[src/rtl/n64_save_pkg.sv]
// n64_save_pkg: shared save-region constants, upload FSM states and halfword select
//   Optional macro SAVE_UPLOAD_BYTESWAP_EN: byte-swap every returned halfword.
package n64_save_pkg;
   typedef enum logic [1:0] {IDLE, FETCH, DRAIN} state_t;
   localparam logic [7:0]  SAVE_INDEX_DEF = 8'd2;
   localparam logic [26:0] SAVE_BASE_DEF  = 27'h2000000;
   localparam logic [26:0] SAVE_BYTES_DEF = 27'd131072;
   // Low half at addr[1]=0, high half at addr[1]=1, matching the download packer.
   function automatic logic [15:0] half_sel(input logic [31:0] w, input logic hi);
      logic [15:0] h;
      h = hi ? w[31:16] : w[15:0];
`ifdef SAVE_UPLOAD_BYTESWAP_EN
      return {h[7:0], h[15:8]};
`else
      return h;
`endif
   endfunction
endpackage

[src/rtl/save_upload_reader.sv]
// save_upload_reader: streams a save region from SDRAM to hps_io as 16-bit upload reads
//   clk1x, reset (async, active-high)
//   ioctl_upload/index/addr/rd in, ioctl_din/ioctl_wait out   : hps_io upload side
//   mem_req/rnw/addr out, mem_dout/mem_ready in              : sdram read channel
//   active out                                               : upload selected
//   Optional macro SAVE_UPLOAD_BYTESWAP_EN (see n64_save_pkg::half_sel).
module save_upload_reader
   import n64_save_pkg::*;
#(
   parameter logic [7:0]  UPLOAD_INDEX = SAVE_INDEX_DEF,
   parameter logic [26:0] SAVE_BASE    = SAVE_BASE_DEF,
   parameter logic [26:0] SAVE_BYTES   = SAVE_BYTES_DEF
) (
   input  logic        clk1x,
   input  logic        reset,
   input  logic        ioctl_upload,
   input  logic [7:0]  ioctl_index,
   input  logic [26:0] ioctl_addr,
   input  logic        ioctl_rd,
   output logic [15:0] ioctl_din,
   output logic        ioctl_wait,
   output logic        mem_req,
   output logic        mem_rnw,
   output logic [26:0] mem_addr,
   input  logic [31:0] mem_dout,
   input  logic        mem_ready,
   output logic        active
);
   state_t state, state_n;
   logic [31:0] data_q, eff_word;
   logic [24:0] tag, f_tag, q_tag, dem_tag, rd_tag, eff_tag, issue_tag;
   logic valid, q_v, dem, dem_hi;
   logic sel, rise, rd, in_range, fill, eff_valid, hit, miss, idle_eff, pf, issue, set_q;
   assign mem_rnw = 1'b1;
   always_comb begin
      sel = ioctl_upload && ioctl_index == UPLOAD_INDEX;
      rise = sel && !active;
      rd = ioctl_rd && sel;
      rd_tag = ioctl_addr[26:2];
      in_range = ioctl_addr < SAVE_BYTES;
      // A completing fetch is folded into the buffer view before the hit check.
      fill = mem_ready && state == FETCH && sel;
      eff_valid = fill || (valid && !rise);
      eff_tag = fill ? f_tag : tag;
      eff_word = fill ? mem_dout : data_q;
      hit = rd && in_range && eff_valid && eff_tag == rd_tag;
      miss = rd && in_range && !hit;
      idle_eff = sel && (state == IDLE || fill);
      pf = hit && ioctl_addr[1] && ({rd_tag + 25'd1, 2'b00} < SAVE_BYTES);
      issue = idle_eff && (miss || q_v || pf || rise);
      issue_tag = miss ? rd_tag : q_v ? q_tag : pf ? rd_tag + 25'd1 : 25'd0;
      // Work that cannot start now (busy on another word, or draining) is queued.
      set_q = !idle_eff && ((miss && !(state == FETCH && f_tag == rd_tag)) || rise);
      state_n = issue ? FETCH
              : (state == DRAIN || (state == FETCH && !sel)) ? (mem_ready ? IDLE : DRAIN)
              : fill ? IDLE : state;
   end
   always_ff @(posedge clk1x or posedge reset)
      if (reset) state <= IDLE;
      else state <= state_n;
   always_ff @(posedge clk1x or posedge reset)
      if (reset) begin
         ioctl_din <= '0;
         ioctl_wait <= 1'b0;
         mem_req <= 1'b0;
         mem_addr <= '0;
         active <= 1'b0;
         data_q <= '0;
         tag <= '0;
         f_tag <= '0;
         q_tag <= '0;
         dem_tag <= '0;
         valid <= 1'b0;
         q_v <= 1'b0;
         dem <= 1'b0;
         dem_hi <= 1'b0;
      end else begin
         active <= sel;
         mem_req <= issue;
         valid <= eff_valid;
         if (issue) begin
            mem_addr <= SAVE_BASE + {issue_tag, 2'b00};
            f_tag <= issue_tag;
         end
         if (fill) begin
            data_q <= mem_dout;
            tag <= f_tag;
         end
         q_v <= sel && (set_q || (q_v && !issue));
         if (set_q) q_tag <= miss ? rd_tag : 25'd0;
         if (!sel) begin
            ioctl_wait <= 1'b0;
            dem <= 1'b0;
         end else if (fill && dem && dem_tag == f_tag) begin
            ioctl_din <= half_sel(mem_dout, dem_hi);
            ioctl_wait <= 1'b0;
            dem <= 1'b0;
         end
         if (rd && !in_range) ioctl_din <= 16'hFFFF;
         if (hit) ioctl_din <= half_sel(eff_word, ioctl_addr[1]);
         if (miss) begin
            ioctl_wait <= 1'b1;
            dem <= 1'b1;
            dem_tag <= rd_tag;
            dem_hi <= ioctl_addr[1];
         end
      end
endmodule

[config.mk]
export PLATFORM = sky130hd
export DESIGN_NAME = save_upload_reader
export DESIGN_NICKNAME = d
export VERILOG_FILES = /design/src/rtl/n64_save_pkg.sv /design/src/rtl/save_upload_reader.sv
export SDC_FILE = /design/constraint.sdc
export NUM_CORES = 1
export LEC_CHECK = 0
export ABC_CLOCK_PERIOD_IN_PS = 12400
export CORE_UTILIZATION = 55
export DETAILED_ROUTE_END_ITERATION = 10
export PLACE_DENSITY = 0.82
export SETUP_SLACK_MARGIN = 0.4
export SKIP_CTS_REPAIR_TIMING = 1
export SYNTH_ARGS = -nofsm -noshare
export SYNTH_HDL_FRONTEND = slang
export SYNTH_SLANG_ARGS = --single-unit
[constraint.sdc]
create_clock -name clk1x -period 12.4 [get_ports clk1x]
set_clock_uncertainty 0.15 [all_clocks]
set_input_delay 2.48 -clock clk1x [delete_from_list [all_inputs] [get_ports clk1x]]
set_output_delay 2.48 -clock clk1x [all_outputs]
set_load 0.02 [all_outputs]
Word level (Yosys, flattened, before mapping)

Cells that the tools add are included.

Add/sub/neg operators: 2
Magnitude comparators: 2
Equality and inequality tests: 7
Mux-type cells: 19
Reduce and logical (&&, ||, !) cells: 44

Operators by type and width:

| cell                                                                    | count |
|---|---|
| 25-bit 2-to-1 mux                                                       | 5 |
| 16-bit 2-to-1 mux                                                       | 6 |
| 25-bit equality test                                                    | 3 |
| 27-bit by 18-bit < comparator with 1-bit output, second input constant  | 2 |
| 32-bit 2-to-1 mux                                                       | 1 |
| 26-bit by 27-bit adder with 27-bit output, first input constant         | 1 |
| 25-bit by 1-bit adder with 25-bit output, second input constant         | 1 |
| 1-bit logical AND                                                       | 23 |
| 3-bit nonzero test                                                      | 3 |
| 8-bit by 2-bit equality test with 1-bit output, second input constant   | 1 |
| 1-bit logical NOT                                                       | 8 |
| 1-bit logical OR                                                        | 8 |
| 2-bit 2-to-1 mux                                                        | 4 |
| 1-bit 2-to-1 mux                                                        | 3 |
| 3-bit by 1-bit inequality test with 1-bit output, second input constant | 1 |
| 2-bit by 1-bit equality test with 1-bit output, second input constant   | 1 |
| 2-bit equality test, second input constant                              | 1 |
| 2-bit logical NOT                                                       | 1 |
| 2-bit AND reduction                                                     | 1 |

Flip-flop bits (word level): 183
Input port bits: 72
Output and inout bits: 47
Word-level logic and storage cells: 88

Longest topological paths before layout

Gate-level depths: netlist of run 1.

Depth after elaboration: 18
Gate-level depth with buffers: 14
Mapped depth without buffers: 11

Worst setup path before layout of run 1

OpenSTA, ideal clock, no wires.

Path type: in2reg
Start: input port ioctl_index[3]
End: register mem_addr[25]
Setup time: 0.119 ns
Arrival time: 5.686 ns
Data required time: 12.131 ns
Path slack: 6.445 ns
Cell stages on the path: 12
Buffers on the path: 3
Cells stage by stage: or4_4 -> or4_1 -> buf_2 -> buf_2 -> a211o_1 -> nor4_2 -> nand4b_2 -> nor2b_4 -> o41ai_4 -> inv_2 -> buf_2 -> o21a_1

Word-level cells in the longest chain between the ends: 14
Elaborated cells between the ends (all ways): 27
Those cells by class: add/sub: 1; eq/ne: 2; mux: 4; reduce/logical: 20

Ends and longest elaborated chain:

| element                                                                                            | line                     | source |
|---|---|---|
| from (decl)                                                                                        | save_upload_reader.sv:17 | `input logic [7:0] ioctl_index,` |
| 8-bit by 2-bit equality test with 1-bit output (*)                                                 | save_upload_reader.sv:36 | `sel = ioctl_upload && ioctl_index == UPLOAD_INDEX;` |
| 1-bit logical AND (*)                                                                              | save_upload_reader.sv:36 |  |
| parallel branches: the longest is 12 deep, another holds 26-bit by 27-bit adder with 27-bit output | -                        |  |
| to (signal assigned)                                                                               | save_upload_reader.sv:82 | `mem_addr <= SAVE_BASE + {issue_tag, 2'b00};` |
| to (decl)                                                                                          | save_upload_reader.sv:24 | `output logic [26:0] mem_addr,` |

Every way passes the cells marked *.
A chain may end at the register's enable or synchronous reset.

Final worst setup path of run 1

Start: input port ioctl_index[3]
End: register mem_addr[25]

Elaborated cells between the ends (all ways): 27
Those cells by class: add/sub: 1; eq/ne: 2; mux: 4; reduce/logical: 20

RTL lines:

| element                                                                               | line                                               | source |
|---|---|---|
| 8-bit by 2-bit equality test with 1-bit output (*)                                    | save_upload_reader.sv:36                           |  |
| 1-bit logical AND (*)                                                                 | save_upload_reader.sv:36                           |  |
| 1-bit logical AND (*)                                                                 | save_upload_reader.sv:42                           | `fill = mem_ready && state == FETCH && sel;` |
| 25-bit 2-to-1 mux (*)                                                                 | -                                                  |  |
| named net eff_tag[9]                                                                  | save_upload_reader.sv:31                           | `logic [24:0] tag, f_tag, q_tag, dem_tag, rd_tag, eff_tag, issue_tag;` |
| 25-bit equality test (*)                                                              | save_upload_reader.sv:46                           | `hit = rd && in_range && eff_valid && eff_tag == rd_tag;` |
| 1-bit logical AND (*)                                                                 | save_upload_reader.sv:46                           |  |
| 1-bit logical AND / 1-bit logical NOT (equally long branches)                         | save_upload_reader.sv:49, save_upload_reader.sv:47 |  |
| 1-bit logical AND (on tied branches)                                                  | save_upload_reader.sv:49, save_upload_reader.sv:47 |  |
| 25-bit 2-to-1 mux / 1-bit logical OR (equally long branches) (3 in series)            | save_upload_reader.sv:51, save_upload_reader.sv:50 |  |
| 26-bit by 27-bit adder with 27-bit output / 1-bit logical AND (equally long branches) | save_upload_reader.sv:82, save_upload_reader.sv:50 |  |

The timed path passes the listed nets; every way through them passes the cells marked *.

==> results of run 1 <==
worst max-delay path by stage:
stage,start,end,cells past startpoint
final,ioctl_index[3],mem_addr[25]$_DFFE_PP0P_,13
after global routing,ioctl_index[2],mem_addr[25]$_DFFE_PP0P_,13
after CTS,ioctl_index[3],mem_addr[25]$_DFFE_PP0P_,13
after detailed placement,ioctl_index[3],mem_addr[25]$_DFFE_PP0P_,13
after global placement,ioctl_index[3],mem_addr[25]$_DFFE_PP0P_,13
after floorplan,reset,active$_DFF_PP0_,1
area by class of cell:
| class | count | area share, % |
|---|---|---|
| multi-input combinational | 674 | 40.4 |
| sequential | 158 | 38.1 |
| timing repair buffer | 121 | 11.5 |
| clock buffer | 20 | 4.31 |
| tap | 211 | 2.55 |
| inverter | 42 | 1.57 |
| clock inverter | 12 | 1.54 |
sequential cells by signal, summed over array words and instances (netlist names):
signal     count
mem_req        1
tag           25
f_tag         25
valid          1
mem_addr       2
q_v            1
state          2
dem_hi         1
dem_tag       25
active         1
q_tag         25
dem            1
ioctl_din     16
data_q        32
per-stage QoR:
| step | area, µm² | hold slack, ns | worst slack (ns) | instances | power (mW) |
|---|---|---|---|---|---|
| 2_1_floorplan | 8720 | 0.279 | 5.51 | 956 | 0.612 |
| 3_3_place_gp | 9770 | 0.291 | 4.10 | 1206 | 0.665 |
| 3_5_place_dp | 9770 | 0.296 | 4.13 | 1206 | 0.666 |
| 4_1_cts | 10400 | 0.311 | 4.55 | 1238 | 1.20 |
| 5_1_grt | 10400 | 0.329 | 4.17 | 1238 | 1.24 |
| 6_report | 10400 | 0.308 | 4.52 | 1238 | 1.20 |
cells in the mapped netlist, types with 3 or more instances:
cell and n:
and2_1 11, dfrtp_1 158, o21ai_0 33, o211ai_1 6, nor2_1 51, inv_1 40, xor2_1 15, nor4_2 3
nand3b_1 3, mux2_2 46, o221ai_1 4, nand4_1 14, nand3_1 29, nor4_1 10, o22ai_1 6, nand2_1 181
or4_1 3, a21oi_1 25, buf_2 9, nand2b_1 20, o21ai_1 7, o31ai_1 6, a22oi_1 5, and3_1 4
or3_1 5, nor2b_1 33, mux2i_1 24, xnor2_1 33, a21o_1 11, a222oi_1 3, and4_1 3, a31oi_1 25
clkbuf_1 44, nor3_1 11, buf_4 27
logic make-up (layout without fill, tap and decap cells):
logic type / after synthesis / count (layout) / synth area share (%)
xor+xnor: 48 / 48 / 4.82
mux: 72 / 72 / 9.00
fa+ha+maj: 1 / 1 / 0.143
other cells: 2 / 3 / 0.0861
flops: 158 / 158 / 45.4
buf+inv: 124 / 195 / 6.63
compound gates: 158 / 158 / 12.1
simple gates: 392 / 392 / 21.9
cell usage in the layout, fill, tap and decap left out, types with 24 or more instances in the layout:
master | synthesis | layout
nand2_1 | 181 | 181
dfrtp_1 | 158 | 158
clkdlybuf4s50_1 | 0 | 114
nor2_1 | 51 | 51
mux2_2 | 46 | 46
inv_1 | 40 | 39
nor2b_1 | 33 | 33
xnor2_1 | 33 | 33
o21ai_0 | 33 | 33
nand3_1 | 29 | 29
a31oi_1 | 25 | 25
a21oi_1 | 25 | 25
mux2i_1 | 24 | 24
worst max-delay path: cells and delay by family:
kind            cells  cell delay, ns
mux                 1            0.38
compound gates      2            0.32
buf+inv             3            1.32
simple gates        7            3.50
power by group:
part	leakage (nW)	switching, mW	internal (mW)	total [mW]
clock network	0.295	0.216	0.324	0.540
logic	2.61	0.0644	0.0556	0.120
registers	2.09	0.0144	0.525	0.539
total	5.00	0.295	0.904	1.20
layer usage:
| layer | vias to the layer above | part of all wire (%) | GRT usage, % |
|---|---|---|---|
| met5 | - | 0 | 0 |
| met4 | 0 | 3.5 | 14.9 |
| met1 | 3540 | 42 | 40.9 |
| met3 | 76 | 9.3 | 5.38 |
| li1 | 3377 | - | - |
| met2 | 433 | 45 | 48.1 |
==> impl_metrics.env, run 1 <==
export IMPL_cp_max_fo=69
export IMPL_cp_cell_sequence="clkdlybuf4s50_1, or4_4, or4_2, buf_4, mux2_2, nor2b_1, nor4_2, nand4b_2, nor4_2, o41ai_4, inv_2, nand3_1, o21a_1"
export IMPL_path_clk_slew_ns=0.06
export IMPL_clock_sinks=158
export IMPL_worst_r2r_path_depth=12
export IMPL_start_kind="primary input"
export IMPL_period_minus_slack_ns=7.88
export IMPL_arrival_ns=8.04
export IMPL_yosysSeqAreaShare_pct=45.4
export IMPL_drt_initial_drc_count=758
export IMPL_worst_endpoint_required_ns=12.56
export IMPL_dp_hpwl_mm=16.2
export IMPL_ys_seq_elements=158
export IMPL_p_per_area_nw_per_um2=116
export IMPL_max_slew_margin_pct=20.5
export IMPL_grt_overflow_total=0
export IMPL_drive_gt1_share_pct=9.74
export IMPL_finalHoldViolations=0
export IMPL_synth_enable_flop_cells=0
export IMPL_seqCellArea_um2=3950
export IMPL_end_kind="flop"
export IMPL_root_buffer="clkbuf_16"
export IMPL_syn_to_final_growth_pct=19.0
export IMPL_path_class="in2reg"
export IMPL_hold_start="data_q[17]$_DFF_PP0_"
export IMPL_final_util_pct=67.7
export IMPL_ys_async_sr_fraction_pct=100
export IMPL_detail_route_wl_per_cell_um=19.6
export IMPL_dominantRegCellSynth="dfrtp_1"
export IMPL_die_x_um=128
export IMPL_initial_utilization_pct=56.9
export IMPL_wirelength_mm=24.2
export IMPL_antenna_found_initial=0
export IMPL_core_area_um2=15300
export IMPL_dr_total_vias=7426
export IMPL_gp_congestion=0.936
export IMPL_fillers=1268
export IMPL_multi_input_area_um2=4190
export IMPL_synthDistinctLibCells=72
export IMPL_cts_tree="done"
export IMPL_r2r_end="mem_addr[25]$_DFFE_PP0P_"
export IMPL_fin_setup_tns_ns=0
export IMPL_syn_cell_area_um2=8720
export IMPL_fp_dieArea_um2=16400
export IMPL_reg2reg_from="state[1]$_DFFE_PP0P_"
export IMPL_postRouteAntennaNets=0
export IMPL_cts_buffers=17
export IMPL_p_leak_nw=5.00
export IMPL_grt_max_degree=98
export IMPL_min_path_cells=2
export IMPL_grt_pass1_wl_mm=38.2
export IMPL_die_h_um=128
export IMPL_setup_viol=0
export IMPL_vias_per_cell=6.00
export IMPL_yosys_area_top_type_share_pct=45.4
export IMPL_cap_violations=0
export IMPL_cts_max_path_buffers=2
export IMPL_finalCritPeriodShare_pct=63.5
export IMPL_clock_fmax_mhz=127
export IMPL_fp_row_count=45
export IMPL_io_pins=119
export IMPL_crit_path_frequent_cell="nor4_2"
export IMPL_min_to="data_q[17]$_DFF_PP0_"
export IMPL_n_antenna_cell=0
export IMPL_outcome="completed"
export IMPL_first_pass_iters=5
export IMPL_grt_pass1_vias=7260
export IMPL_slew_viol_final=0
export IMPL_drc=0
export IMPL_avgSynthCellArea_um2=9.13
export IMPL_htreeDepth=4
export IMPL_tightestPinTransition_ns=1.19
export IMPL_yosysWarnings=0
export IMPL_final_nets=1087
export IMPL_synthTopCellsByArea="dfrtp_1 (45%), nand2_1 (7.8%), mux2_2 (5.9%)"
export IMPL_irDropWorstVdd_uv=78.4
export IMPL_port_buffers=114
export IMPL_slowest_stage="nor4_2"
export IMPL_grtUsageTotal_pct=30.5
export IMPL_reg2reg_slack_ns=6.96
export IMPL_rsz0062_at_grt="no"
export IMPL_synthCells=955
export IMPL_holdCritPathClass="reg2reg"
export IMPL_worstSkewPairLatency_ns=0.43
export IMPL_synth_top_area_cell="dfrtp_1"
export IMPL_worst_path_largest_cell_delay_ns=0.85
No activity file was read; power rests on OpenSTA's default activity.
==> run 2: changes to the inputs <==
ABC_CLOCK_PERIOD_IN_PS = 7900   (was 12400)
clock period = 7.9 ns   (was 12.4 ns; I/O delays follow)
==> run 2 against run 1 <==
Sequential power grew 57%; die area is the same; non-clock buffer count grew 6; combinational power grew 58%; final area is essentially flat; worst setup slack lost 2.8 ns; clock power grew 47%; register-to-register slack lost 3.8 ns.
==> impl_metrics.env, run 2 (synthesized netlist as in run 1, its figures left out) <==
export IMPL_outcome="completed"
export IMPL_finalHoldViolations=0
export IMPL_power_frac_comb_pct=10.3
export IMPL_max_slew_margin_pct=34.7
export IMPL_cp_top_family="simple AND/OR/NAND/NOR gates"
export IMPL_arrival_ns=6.38
export IMPL_largest_reg_flops=32
export IMPL_initial_utilization_pct=56.9
export IMPL_cap_violations=0
export IMPL_detail_route_wl_per_cell_um=19.1
export IMPL_clock_sinks=158
export IMPL_crit_path_frequent_cell="buf_4"
export IMPL_grt_pass1_wl_mm=37.8
export IMPL_rsz0062_at_grt="no"
export IMPL_grt_max_degree=83
export IMPL_first_pass_iters=5
export IMPL_period_minus_slack_ns=6.22
export IMPL_start_kind="primary input"
export IMPL_fillers=1219
export IMPL_layout_common_cells="nand2_1 (181), dfrtp_1 (158), clkdlybuf4s50_1 (114), nor2_1 (51), mux2_2 (46)"
export IMPL_slew_viol_final=0
export IMPL_tightestPinTransition_ns=0.980
export IMPL_dp_cells=1212
export IMPL_drt_initial_drc_count=803
export IMPL_cp_cell_sequence="clkdlybuf4s50_1, or4_4, or4_2, buf_4, mux2i_1, a21oi_1, nand3_1, nor4_1, a31o_2, a41o_1, a21oi_2, buf_4, mux2_2"
export IMPL_syn_to_final_growth_pct=19.0
export IMPL_path_buf_inv=3
export IMPL_final_util_pct=67.7
export IMPL_fp_dieArea_um2=16400
export IMPL_root_buffer="clkbuf_16"
export IMPL_p_seq_share_pct=46.3
export IMPL_io_pins=119
export IMPL_fp_row_count=45
export IMPL_grt_pass1_vias=7152
export IMPL_die_h_um=128
export IMPL_multi_input_area_um2=4190
export IMPL_holdCritPathClass="reg2reg"
export IMPL_dp_hpwl_mm=16.2
export IMPL_path_clk_slew_ns=0.06
export IMPL_postRouteAntennaNets=0
export IMPL_wirelength_mm=23.7
export IMPL_end_kind="flop"
export IMPL_vias_per_cell=5.99
export IMPL_path_class="in2reg"
export IMPL_grtUsageTotal_pct=30.6
export IMPL_irDropWorstVdd_uv=144
export IMPL_switching_power_mw=0.446
export IMPL_htreeDepth=4
export IMPL_core_area_um2=15300
export IMPL_timing_hold_ws_ns=0.308
export IMPL_gp_congestion=0.945
export IMPL_drc=0
export IMPL_worst_path_largest_cell_delay_ns=1.05
export IMPL_worst_endpoint_required_ns=8.06
export IMPL_regMostFlops="data_q"
export IMPL_p_int_mw=1.38
export IMPL_sw_frac_of_total_pct=24.4
export IMPL_slowest_stage="or4_2"
export IMPL_cts_max_path_buffers=2
export IMPL_p_per_area_nw_per_um2=176
export IMPL_seqCellArea_um2=3950
export IMPL_final_common_cell="nand2_1"
export IMPL_die_x_um=128
export IMPL_grt_overflow_total=0
export IMPL_clock_fmax_mhz=161
export IMPL_cp_max_fo=40
export IMPL_cts_buffers=17
export IMPL_n_antenna_cell=0
export IMPL_port_buffers=114
export IMPL_cts_tree="done"
export IMPL_final_nets=1093
export IMPL_p_clk_share_pct=43.4
export IMPL_p_leak_nw=5.00
export IMPL_worstSkewPairLatency_ns=0.43
export IMPL_fin_setup_tns_ns=0
export IMPL_dr_total_vias=7444
export IMPL_drive_gt1_share_pct=10.1
export IMPL_finalCritPeriodShare_pct=78.8
export IMPL_setup_viol=0
export IMPL_antenna_found_initial=0
export IMPL_fin_cells=1243
export IMPL_power_total_mw=1.83
-- run 2: cell types whose count changed in the layout (fill, tap and decap cells not counted) --
cell	delta
buf_4	+6
clkinv_4	-4
clkinvlp_4	+3
bufinv_16	-1
clkbuf_1	+1
clkinv_2	+1
inv_6	-1
-- run 2: through the flow --
stage | setup WS, ns | cell area (µm²)
2_1_floorplan | 1.91 | 8720
3_3_place_gp | 1.39 | 9810
3_5_place_dp | 1.30 | 9810
4_1_cts | 1.74 | 10400
5_1_grt | 1.49 | 10400
6_report | 1.68 | 10400
-- run 2: area by class of cell --
cell class,instances,area share [%]
clock buffers,21,4.34
clock inverters,10,1.10
repair buffers,127,11.9
multi-input cells,674,40.4
inverters,42,1.57
flip-flops and latches,158,38.1
well taps,211,2.54
-- run 2: worst paths after layout --
kind	startpoint	endpoint	slack (ns)	cells after the start
worst min-delay path	data_q[20]$_DFF_PP0_	data_q[20]$_DFF_PP0_	0.31	2
worst max register to register	state[1]$_DFFE_PP0P_	q_tag[7]$_DFFE_PP0P_	3.17	12
min in group asynchronous	reset	data_q[30]$_DFF_PP0_	1.51	2
worst min register to register	data_q[20]$_DFF_PP0_	data_q[20]$_DFF_PP0_	0.31	2
max in group asynchronous	reset	tag[14]$_DFF_PP0_	4.62	3
worst max-delay path	ioctl_index[3]	q_tag[7]$_DFFE_PP0P_	1.68	13
-- run 2: per-layer routing --
metal	up-vias	global-route usage, %	routed length, µm
met2	432	46.9	10700
met1	3575	42.2	10100
met4	0	11.1	631
met3	59	7.80	2240
met5	-	0	0
li1	3378	-	-
-- run 2: power by group through the flow --
stage	clock network (mW)	logic [mW]	registers (mW)
2_1_floorplan	0	0.105	0.857
3_3_place_gp	0	0.184	0.860
3_5_place_dp	0	0.186	0.860
4_1_cts	0.802	0.188	0.846
5_1_grt	0.844	0.203	0.847
6_report	0.793	0.189	0.846
-- run 2: tightest hold or removal path, cell delays in order (launching register included) --
cell	delay, ns
dfrtp_1	0.32
nand2_1	0.04
nand2_1	0.06
==> run 3: changes to the inputs <==
ABC_CLOCK_PERIOD_IN_PS = 6300   (was 7900)
clock period = 6.3 ns   (was 7.9 ns; I/O delays follow)
==> run 3 against run 2 <==
Sequential cell count did not move; combinational power rose by 27%; hold slack got worse by 0.00056 ns; first-iteration DRC count fell by 9.2%; largest power group is now the clock network.
==> impl_metrics.env, run 3 (synthesized netlist as in run 1, its figures left out) <==
export IMPL_fin_setup_tns_ns=0
export IMPL_final_area_um2=10500
export IMPL_sw_frac_of_total_pct=24.3
export IMPL_slew_viol_final=0
export IMPL_die_x_um=128
export IMPL_switching_power_mw=0.576
export IMPL_cts_max_path_buffers=2
export IMPL_min_path_cells=2
export IMPL_vias_per_cell=5.91
export IMPL_cp_cell_sequence="clkdlybuf4s50_1, or4_4, or4_2, buf_12, mux2_2, o211a_1, and4bb_1, nand4b_2, nor4_2, o41ai_4, inv_2, buf_4, nand3_1, o21a_1"
export IMPL_syn_to_final_growth_pct=20.6
export IMPL_placed_area_um2=9900
export IMPL_cap_violations=0
export IMPL_fp_dieArea_um2=16400
export IMPL_initial_utilization_pct=56.9
export IMPL_p_leak_nw=5.08
export IMPL_postRouteAntennaNets=0
export IMPL_port_buffers=114
export IMPL_layout_common_cells="nand2_1 (181), dfrtp_1 (158), clkdlybuf4s50_1 (114), nor2_1 (51), mux2_2 (46)"
export IMPL_setup_viol=0
export IMPL_core_area_um2=15300
export IMPL_dp_cells=1220
export IMPL_rsz0062_at_grt="no"
export IMPL_slowest_stage="or4_2"
export IMPL_drive_gt1_share_pct=11.0
export IMPL_arrival_ns=5.54
export IMPL_drc=0
export IMPL_cts_tree="done"
export IMPL_finalHoldViolations=0
export IMPL_holdCritPathClass="reg2reg"
export IMPL_die_h_um=128
export IMPL_grt_max_degree=63
export IMPL_cts_buffers=17
export IMPL_p_per_area_nw_per_um2=225
export IMPL_tightestPinTransition_ns=0.922
export IMPL_grt_pass1_wl_mm=38.7
export IMPL_io_pins=119
export IMPL_cp_max_fo=62
export IMPL_dr_total_vias=7402
export IMPL_worst_r2r_path_depth=13
export IMPL_grt_overflow_total=0
export IMPL_p_clk_share_pct=45.0
export IMPL_dp_hpwl_mm=16.9
export IMPL_antenna_found_initial=0
export IMPL_p_seq_share_pct=44.8
export IMPL_final_common_cell="nand2_1"
export IMPL_detail_route_wl_per_cell_um=19.6
export IMPL_p_int_mw=1.79
export IMPL_largest_reg_flops=32
export IMPL_path_clk_slew_ns=0.06
export IMPL_max_slew_margin_pct=38.4
export IMPL_clock_fmax_mhz=186
export IMPL_finalCritPeriodShare_pct=85.2
export IMPL_final_util_pct=68.7
export IMPL_grt_pass1_vias=7228
export IMPL_regMostFlops="data_q"
export IMPL_root_buffer="clkbuf_16"
export IMPL_period_minus_slack_ns=5.37
export IMPL_path_class="in2reg"
export IMPL_end_kind="flop"
export IMPL_fp_row_count=45
export IMPL_worstSkewPairLatency_ns=0.43
export IMPL_clock_sinks=158
export IMPL_worst_path_largest_cell_delay_ns=0.80
export IMPL_htreeDepth=4
export IMPL_drt_initial_drc_count=729
export IMPL_outcome="completed"
export IMPL_fin_cells=1252
export IMPL_grtUsageTotal_pct=31.3
export IMPL_wirelength_mm=24.5
export IMPL_gp_congestion=0.957
export IMPL_irDropWorstVdd_uv=172
export IMPL_n_antenna_cell=0
export IMPL_power_total_mw=2.37
export IMPL_final_nets=1101
export IMPL_first_pass_iters=8
export IMPL_start_kind="primary input"
export IMPL_power_frac_comb_pct=10.1
export IMPL_worst_endpoint_required_ns=6.47
-- run 3: path summary, 6_finish.rpt --
path                       slack, ns                  endpoint                 start
hold / removal                  0.31       data_q[1]$_DFF_PP0_   data_q[1]$_DFF_PP0_
setup / recovery                0.93  mem_addr[25]$_DFFE_PP0P_        ioctl_index[3]
setup reg to reg                2.15  mem_addr[25]$_DFFE_PP0P_  state[1]$_DFFE_PP0P_
hold reg to reg                 0.31       data_q[1]$_DFF_PP0_   data_q[1]$_DFF_PP0_
min in group asynchronous       1.08      data_q[29]$_DFF_PP0_                 reset
max in group asynchronous       3.81          tag[1]$_DFF_PP0_                 reset
-- run 3: stage by stage --
stage / setup WS [ns] / hold WS, ns
global placement: 0.595 / 0.291
global route: 0.765 / 0.331
finish: 0.932 / 0.307
detailed placement: 0.512 / 0.297
CTS: 0.948 / 0.311
floorplan: 0.627 / 0.279
-- run 3: cell type report --
cell class,count,area [µm²]
flip-flops and latches,158,3950
clock buffers,20,457
repair buffers,135,1320
multi-input cells,674,4190
fillers,1211,4800
clock inverters,12,161
well taps,211,264
inverters,42,163
-- run 3: power groups by stage --
stage | Sequential (mW) | Combinational, mW | Clock, mW
6_report | 1.06 | 0.240 | 1.07
3_3_place_gp | 1.08 | 0.233 | 0
4_1_cts | 1.06 | 0.239 | 1.08
3_5_place_dp | 1.08 | 0.237 | 0
5_1_grt | 1.06 | 0.258 | 1.12
2_1_floorplan | 1.07 | 0.131 | 0
-- run 3: per-layer routing --
layer	vias up	wire length (µm)	GRT usage, %
met5	-	0	0
met4	0	799	13.4
met3	62	2110	6.05
met2	381	11400	49.3
met1	3551	10200	42.2
li1	3408	-	-
-- run 3: worst max-delay path: cells and delay by family --
kind / cells / cell delay, ns
buffers and inverters: 4 / 1.17
AND/OR/NAND/NOR: 6 / 2.36
multiplexers: 1 / 0.27
AO/OA/AOI/OAI: 3 / 0.45
